## src/rtl/processor_pkg.sv

```systemverilog
// Shared types and constants for the 8-bit bit-serial logic processor.
// Holds the control FSM state encoding and the default operand width.
package processor_pkg;

    localparam int PROC_WIDTH = 8;

    typedef enum logic [1:0] {
        IDLE  = 2'd0,
        SHIFT = 2'd1,
        DONE  = 2'd2,
        HOLD  = 2'd3
    } ctrl_state_t;

    // Every state except IDLE counts as an operation in flight.
    function automatic logic state_is_busy(input ctrl_state_t st);
        return (st != IDLE);
    endfunction

endpackage

```

## src/rtl/mod_counter.sv

```systemverilog
// Modulo-WIDTH bit counter for the serial control unit.
// Synchronous clear takes priority over enable; terminal flags the last index.
module mod_counter #(
    parameter int WIDTH   = 8,
    parameter int COUNT_W = (WIDTH > 1) ? $clog2(WIDTH) : 1
) (
    input  logic               Clk,
    input  logic               clear,
    input  logic               enable,
    output logic [COUNT_W-1:0] count,
    output logic               terminal
);

    logic [COUNT_W-1:0] count_r;

    // Count register: clear wins over enable, otherwise hold.
    always_ff @(posedge Clk) begin
        if (clear) begin
            count_r <= {COUNT_W{1'b0}};
        end else if (enable) begin
            count_r <= count_r + COUNT_W'(1);
        end else begin
            count_r <= count_r;
        end
    end

    assign count    = count_r;
    assign terminal = (count_r == COUNT_W'(WIDTH - 1));

endmodule

```

## src/rtl/serial_op_control_checker.sv

```systemverilog
// Invariant checks for serial_op_control outputs.
// Purely observational; contributes no logic to the datapath.
module serial_op_control_checker #(
    parameter int WIDTH   = 8,
    parameter int COUNT_W = (WIDTH > 1) ? $clog2(WIDTH) : 1
) (
    input logic               Clk,
    input logic               Reset,
    input logic               Execute,
    input logic               Ld_A,
    input logic               Ld_B,
    input logic               Shift_En,
    input logic [COUNT_W-1:0] Bit_Count,
    input logic               Busy,
    input logic               Done
);

    a_shift_busy: assert property (@(posedge Clk) disable iff (Reset)
        Shift_En |-> Busy);

    a_done_not_shift: assert property (@(posedge Clk) disable iff (Reset)
        Done |-> (Busy && !Shift_En));

    a_done_single: assert property (@(posedge Clk) disable iff (Reset)
        Done |=> !Done);

    a_load_idle: assert property (@(posedge Clk) disable iff (Reset)
        (Ld_A || Ld_B) |-> (!Busy && !Execute));

    a_count_range: assert property (@(posedge Clk) disable iff (Reset)
        Bit_Count <= COUNT_W'(WIDTH - 1));

endmodule

```

## src/rtl/serial_op_control.sv

```systemverilog
// Control unit of the bit-serial logic processor: turns debounced button levels
// into register load strobes and exactly WIDTH shift-enable cycles per Execute press.
module serial_op_control
    import processor_pkg::*;
#(
    parameter int WIDTH   = PROC_WIDTH,
    parameter int COUNT_W = (WIDTH > 1) ? $clog2(WIDTH) : 1
) (
    input  logic               Clk,
    input  logic               Reset,
    input  logic               LoadA,
    input  logic               LoadB,
    input  logic               Execute,
    output logic               Ld_A,
    output logic               Ld_B,
    output logic               Shift_En,
    output logic [COUNT_W-1:0] Bit_Count,
    output logic               Busy,
    output logic               Done
);

    ctrl_state_t        state_r;
    ctrl_state_t        state_next_s;
    logic [COUNT_W-1:0] count_s;
    logic               terminal_s;
    logic               in_shift_s;
    logic               cnt_clear_s;
    logic               shift_en_s;
    logic               done_s;
    logic               run_s;

    assign in_shift_s  = (state_r == SHIFT);
    assign cnt_clear_s = Reset | ~in_shift_s | terminal_s;

    mod_counter #(
        .WIDTH   (WIDTH),
        .COUNT_W (COUNT_W)
    ) u_counter (
        .Clk      (Clk),
        .clear    (cnt_clear_s),
        .enable   (in_shift_s),
        .count    (count_s),
        .terminal (terminal_s)
    );

    // State register with synchronous reset.
    always_ff @(posedge Clk) begin
        if (Reset) begin
            state_r <= IDLE;
        end else begin
            state_r <= state_next_s;
        end
    end

    // Next-state and Moore output decode.
    always_comb begin
        state_next_s = state_r;
        shift_en_s   = 1'b0;
        done_s       = 1'b0;
        case (state_r)
            IDLE: begin
                if (Execute) begin
                    state_next_s = SHIFT;
                end else begin
                    state_next_s = IDLE;
                end
            end
            SHIFT: begin
                shift_en_s = 1'b1;
                if (terminal_s) begin
                    state_next_s = DONE;
                end else begin
                    state_next_s = SHIFT;
                end
            end
            DONE: begin
                done_s = 1'b1;
                if (Execute) begin
                    state_next_s = HOLD;
                end else begin
                    state_next_s = IDLE;
                end
            end
            HOLD: begin
                if (Execute) begin
                    state_next_s = HOLD;
                end else begin
                    state_next_s = IDLE;
                end
            end
            default: begin
                state_next_s = IDLE;
            end
        endcase
    end

    // Reset forces every output low, even while the state register still holds SHIFT.
    assign run_s     = ~Reset;
    assign Shift_En  = shift_en_s & run_s;
    assign Done      = done_s & run_s;
    assign Busy      = state_is_busy(state_r) & run_s;
    assign Bit_Count = (shift_en_s & run_s) ? count_s : {COUNT_W{1'b0}};

    // Loads are only honoured in IDLE, and Execute takes precedence over them.
    assign Ld_A = LoadA & (state_r == IDLE) & ~Execute & run_s;
    assign Ld_B = LoadB & (state_r == IDLE) & ~Execute & run_s;

    serial_op_control_checker #(
        .WIDTH   (WIDTH),
        .COUNT_W (COUNT_W)
    ) u_checker (
        .Clk       (Clk),
        .Reset     (Reset),
        .Execute   (Execute),
        .Ld_A      (Ld_A),
        .Ld_B      (Ld_B),
        .Shift_En  (Shift_En),
        .Bit_Count (Bit_Count),
        .Busy      (Busy),
        .Done      (Done)
    );

endmodule
```

## config.mk

```make
export PLATFORM = sky130hd
export DESIGN_NAME = serial_op_control
export DESIGN_NICKNAME = d
export VERILOG_FILES = /design/src/rtl/processor_pkg.sv /design/src/rtl/mod_counter.sv /design/src/rtl/serial_op_control_checker.sv /design/src/rtl/serial_op_control.sv
export SDC_FILE = /design/constraint.sdc
export NUM_CORES = 1
export LEC_CHECK = 0
export BUFFER_PORTS_ARGS = -buffer_cell sky130_fd_sc_hd__buf_2
export CAP_MARGIN = 20
export CORE_AREA = 2 2 39 41
export DETAILED_ROUTE_END_ITERATION = 16
export DIE_AREA = 0 0 41 43
export GPL_TIMING_DRIVEN = 1
export PLACE_DENSITY = 0.5
export SETUP_SLACK_MARGIN = 0.02
export SLEW_MARGIN = 20
export SYNTH_ARGS = -nofsm -noshare
export SYNTH_HDL_FRONTEND = slang
export SYNTH_SLANG_ARGS = --single-unit
```

## constraint.sdc

```tcl
create_clock -name Clk -period 3.2 [get_ports Clk]
set_clock_uncertainty 0.1 [all_clocks]
set_input_delay 0.48 -clock Clk [delete_from_list [all_inputs] [get_ports Clk]]
set_output_delay 0.48 -clock Clk [all_outputs]
set_load 0.02 [all_outputs]
```

* Word-level counts from Yosys, hierarchy flattened
Index checks and enable logic that the tools add are counted. Widths: inputs -> output; s select.
Storage, ports and cells: bits in registers 5, input bits 5, output and inout port bits 8
Operators by class: add/subtract/negate cells 1, equality and inequality tests 4, muxes and demuxes 7, bitwise gates (word level) 14, reductions and logical operators 3
Operator list (number):
- $and 1x1->1 | 9
- $pmux 2 s3 | 1
- $eq 2x2->1 const B | 2
- $mux 2 | 2
- $add 3x1->3 const B | 1
- $eq 3x3->1 const B | 1
- $mux 1 | 3
- $mux 3 | 1
- $not 1->1 | 3
- $eq 2x1->1 const B | 1
- $logic_not 2->1 | 1
- $or 1x1->1 | 2
- $reduce_bool 2->1 | 1
- $reduce_or 2->1 | 1

* Longest topological paths before layout
depth in word-level cells 4, gate-level depth with buffers 4, mapped depth without buffers 4

* Modules after synthesis
A second synthesis with hierarchy kept.
Unflattened totals: cells, all modules 30, area total of the unflattened synthesis 287.8 um^2
By module, submodules not included:
- serial_op_control | instances 1, cells an instance 19, area each 162.7 um^2
- mod_counter | instances 1, cells an instance 11, area each 125.1 um^2

* Worst setup path after synthesis
Ideal clock, no wire load.
path type in2out, start point in Reset, end point out Bit_Count[0], arrival 1435 ps, data required time 2620 ps, path slack 1185 ps, cell stages on the path 2, path buffers 0, path through nor3b_1 > and2_1
On the way: cells in the longest elaborated chain, start to end 3
Ends and longest elaborated chain:
- start, declared | RTL line serial_op_control.sv:10 | input logic Reset,
- $not 1->1 | RTL line serial_op_control.sv:98 | assign run_s = ~Reset;
- $and 1x1->1 | RTL line serial_op_control.sv:102 | assign Bit_Count = (shift_en_s & run_s) ? count_s : {COUNT_W{1'b0}};
- $mux 3 | RTL line serial_op_control.sv:102
- end, declared | RTL line serial_op_control.sv:17 | output logic [COUNT_W-1:0] Bit_Count,
Every way passes these cells.

* Worst setup path in the final report
start point reg state_r[0], end point out Bit_Count[0]
On the way: cells in the longest elaborated chain, start to end 4
Ends and longest elaborated chain:
- start, declared | RTL line serial_op_control.sv:22 | ctrl_state_t state_r;
- start signal, assigned | RTL line serial_op_control.sv:51 | state_r <= state_next_s;
- $eq 2x1->1 | RTL line serial_op_control.sv:60 | case (state_r)
- $mux 1 | RTL line serial_op_control.sv:60
- $and 1x1->1 | RTL line serial_op_control.sv:102
- $mux 3 | RTL line serial_op_control.sv:102
Every way passes these cells.

==> run metrics <==
post-cts repair resize count 0; maximum number of pins on one net before global-route repair 10; area of the die 0.00176 mm2; sequential cell area between 100 and 150 um2; maximum capacitance violations 0; worst stage delay on the critical path about 0.43 ns; Fmax achieved 513 MHz; largest vdd supply drop ~0.1 mV; crit-path max FO 8; net switching power ~0.000041 W; count of nets left with antenna violations after detail routing 0; Reg power frac 42.2%; area of the multi-input gates approximately 160 um2; FF-to-FF Start u_counter.count[0]; Root Buffer sky130_fd_sc_hd__clkbuf_4; Inst Count DP 56; Fill cells 164; wire length of the first global-routing pass approximately 960 um; First-pass DRT Iterations 1; GR Layer Usage met3 roughly 3.1%; most area-hungry cell type in the Yosys netlist sky130_fd_sc_hd__dfxtp_1; slew at the pin with the worst max-slew slack 0.365 ns; Netlist cell types 14; routed length per placed instance ~8.4 um; clock tree sinks 5; cells traversed along the worst timing path nor3b_1, and2_1, buf_2; worst hold slack across all endpoints roughly 0.34 ns; DRC violation count after routing 0; GRT Util Overall between 8 and 9%; Area Overhead vs Synth 41.5%; clock network latency to the later pin of the worst-skew pair 0.24 ns; startpoint of the tightest hold check path u_counter.count[0]; least setup slack across all paths after layout 1.25 ns; count of flip-flops with a built-in enable after synthesis 0; Worst path top cell family by delay simple AND/OR/NAND/NOR gates; GR Util met1 under 10%; total negative slack 0 ns; unrepaired setup endpoints after global routing no; count of antenna diodes in the layout 0; ratio of total power to cell area 449 mW/mm2; count of buffering cells on the critical path with inverters included 1; buffers inserted during post-CTS setup optimization 0; number of warnings reported in the yosys synthesis log 0; leading post-synthesis cells by instance count sky130_fd_sc_hd__and2_1 (7), sky130_fd_sc_hd__dfxtp_1 (5), sky130_fd_sc_hd__nor2_1 (3); initial antenna violation count 0; layout cell share with drive strength beyond 1 between 30% and 40%; layer with the highest usage met2; combinational share of power 12.3%; slowest cell on the critical path sky130_fd_sc_hd__dfxtp_1; drt total wl about 500 um; sequential fraction of the synthesis area between 30% and 40%; Clock H-tree levels 1; violation count after the first detailed-routing iteration 0; core region area around 0.0014 mm2; vias per cell a little over 4; launch point of the critical path state_r[0]; Crit path arrival time roughly 1.4 ns; number of buffers on the longest clock path 2; final critical-path required period a little under 2 ns; Reg clk slew, reported paths 0.04 ns; switching part of the total power between 20 and 30%; leading cell types by total area after synthesis sky130_fd_sc_hd__dfxtp_1 (39%), sky130_fd_sc_hd__and2_1 (17%), sky130_fd_sc_hd__ha_1 (9.8%); net total in the final layout between 50 and 60; crit path kind register to output port; leakage component of the power between 0.15 and 0.2 nW; PortBufs 12; y dimension of the die about 43 um; TritonCTS clock tree yes; worst setup timing slack at the placement stage 1.31 ns; result of the run complete, no violations; HPWL Detailed 397 um; sort of element at the end of the critical path output port; number of nets produced by synthesis 35; number of rows created at floorplan 14; Synth Area per Inst 9.16 um2; Async SR Flop Fraction 0%; routability-driven placement congestion ratio 0.625; Final period util 61.0%; #FFs+latches synth 5; number of hold-slack violations in the final timing report 0; number of setup violations in the final report 0; share of Yosys cell area claimed by the top area cell type between 30% and 40%; hold-fix buffers at CTS 0; Clk pwr share a little under half; horizontal extent of the die between 40 and 50 um; synthesized netlist cell count 28; worst hold-check path type register to register; final cell count without fillers 60; global route total overflow 0; number of top-level design ports 13; Via Count approximately 240; vias in the first global route approximately 250; effective utilization at floorplan 18.5%; startpoint type of the worst setup path register; flop2flop setup slack about 1.7 ns; GR Layer Usage met2 11.9%; number of pins with negative max-slew slack in the final report 0; most common cell in the netlist sky130_fd_sc_hd__and2_1; number of buffers created by CTS 3; worst slew margin relative to its limit about 76%; internal power about 0.00012 W; mapped cell area between 200 and 300 um2; data required time of the worst path about 2.6 ns; Post-synth top flop sky130_fd_sc_hd__dfxtp_1
[per-layer routing]
layer | up-vias | share of wire, %
met5 | - | 0
met3 | 2 | 5.9
li1 | 129 | -
met2 | 5 | 51
met1 | 108 | 40
met4 | 0 | 3.2
[cell families after synthesis]
family,count (synthesis),synth area share [%]
AO/OA/AOI/OAI,2,3.90
adder cells (fa/ha/maj),2,9.75
flip-flops,5,39.0
AND/OR/NAND/NOR,19,47.3
[power groups by stage]
stage | registers (W) | clock network [W] | logic [W]
after floorplan | 0.0000689 | 0 | 0.0000126
after global placement | 0.0000699 | 0 | 0.0000201
after detailed placement | 0.0000698 | 0 | 0.0000202
after CTS | 0.0000687 | 0.0000765 | 0.0000204
after global routing | 0.0000693 | 0.0000809 | 0.0000228
final | 0.0000687 | 0.0000742 | 0.0000200
[worst register-to-register path: stages, from the launching register on]
cell,delay [ns]
sky130_fd_sc_hd__dfxtp_1,0.31
sky130_fd_sc_hd__ha_1,0.20
sky130_fd_sc_hd__ha_1,0.20
sky130_fd_sc_hd__or4b_1,0.54
sky130_fd_sc_hd__o21ai_0,0.09
[cells in the final DEF (no fill, tap or decap), drive strengths merged, types with 2 or more instances in the layout]
cell type / count
nor3b: 2
ha: 2
buf: 12
and2: 7
clkbuf: 4
nor2: 3
dfxtp: 5
[stage by stage]
step,total power [W],utilization [%],cell area (um2)
after floorplan,0.0000815,-,256
final,0.000163,26.2,363
after detailed placement,0.0000900,24.3,337
after global placement,0.0000900,24.3,337
after CTS,0.000166,26.2,363
after global routing,0.000173,26.2,363
[registers in the layout (all words and copies together), names as in the netlist]
register,count
u_counter.count,3
state_r,2
[area by class of cell]
| cell class | instances | share of cell area [%] |
|---|---|---|
| clock buffer | 4 | 7.24 |
| multi-input combinational | 23 | 43.1 |
| sequential | 5 | 27.6 |
| tap | 16 | 5.52 |
| timing repair buffer | 12 | 16.6 |
[worst paths after layout]
path / end / depth (start not counted)
setup / recovery: Bit_Count[0] / 3
hold / removal: u_counter.count[0] / 1
setup reg to reg: state_r[0] / 4
hold reg to reg: u_counter.count[0] / 1
Note: power is estimated with default switching activity, not from simulation.
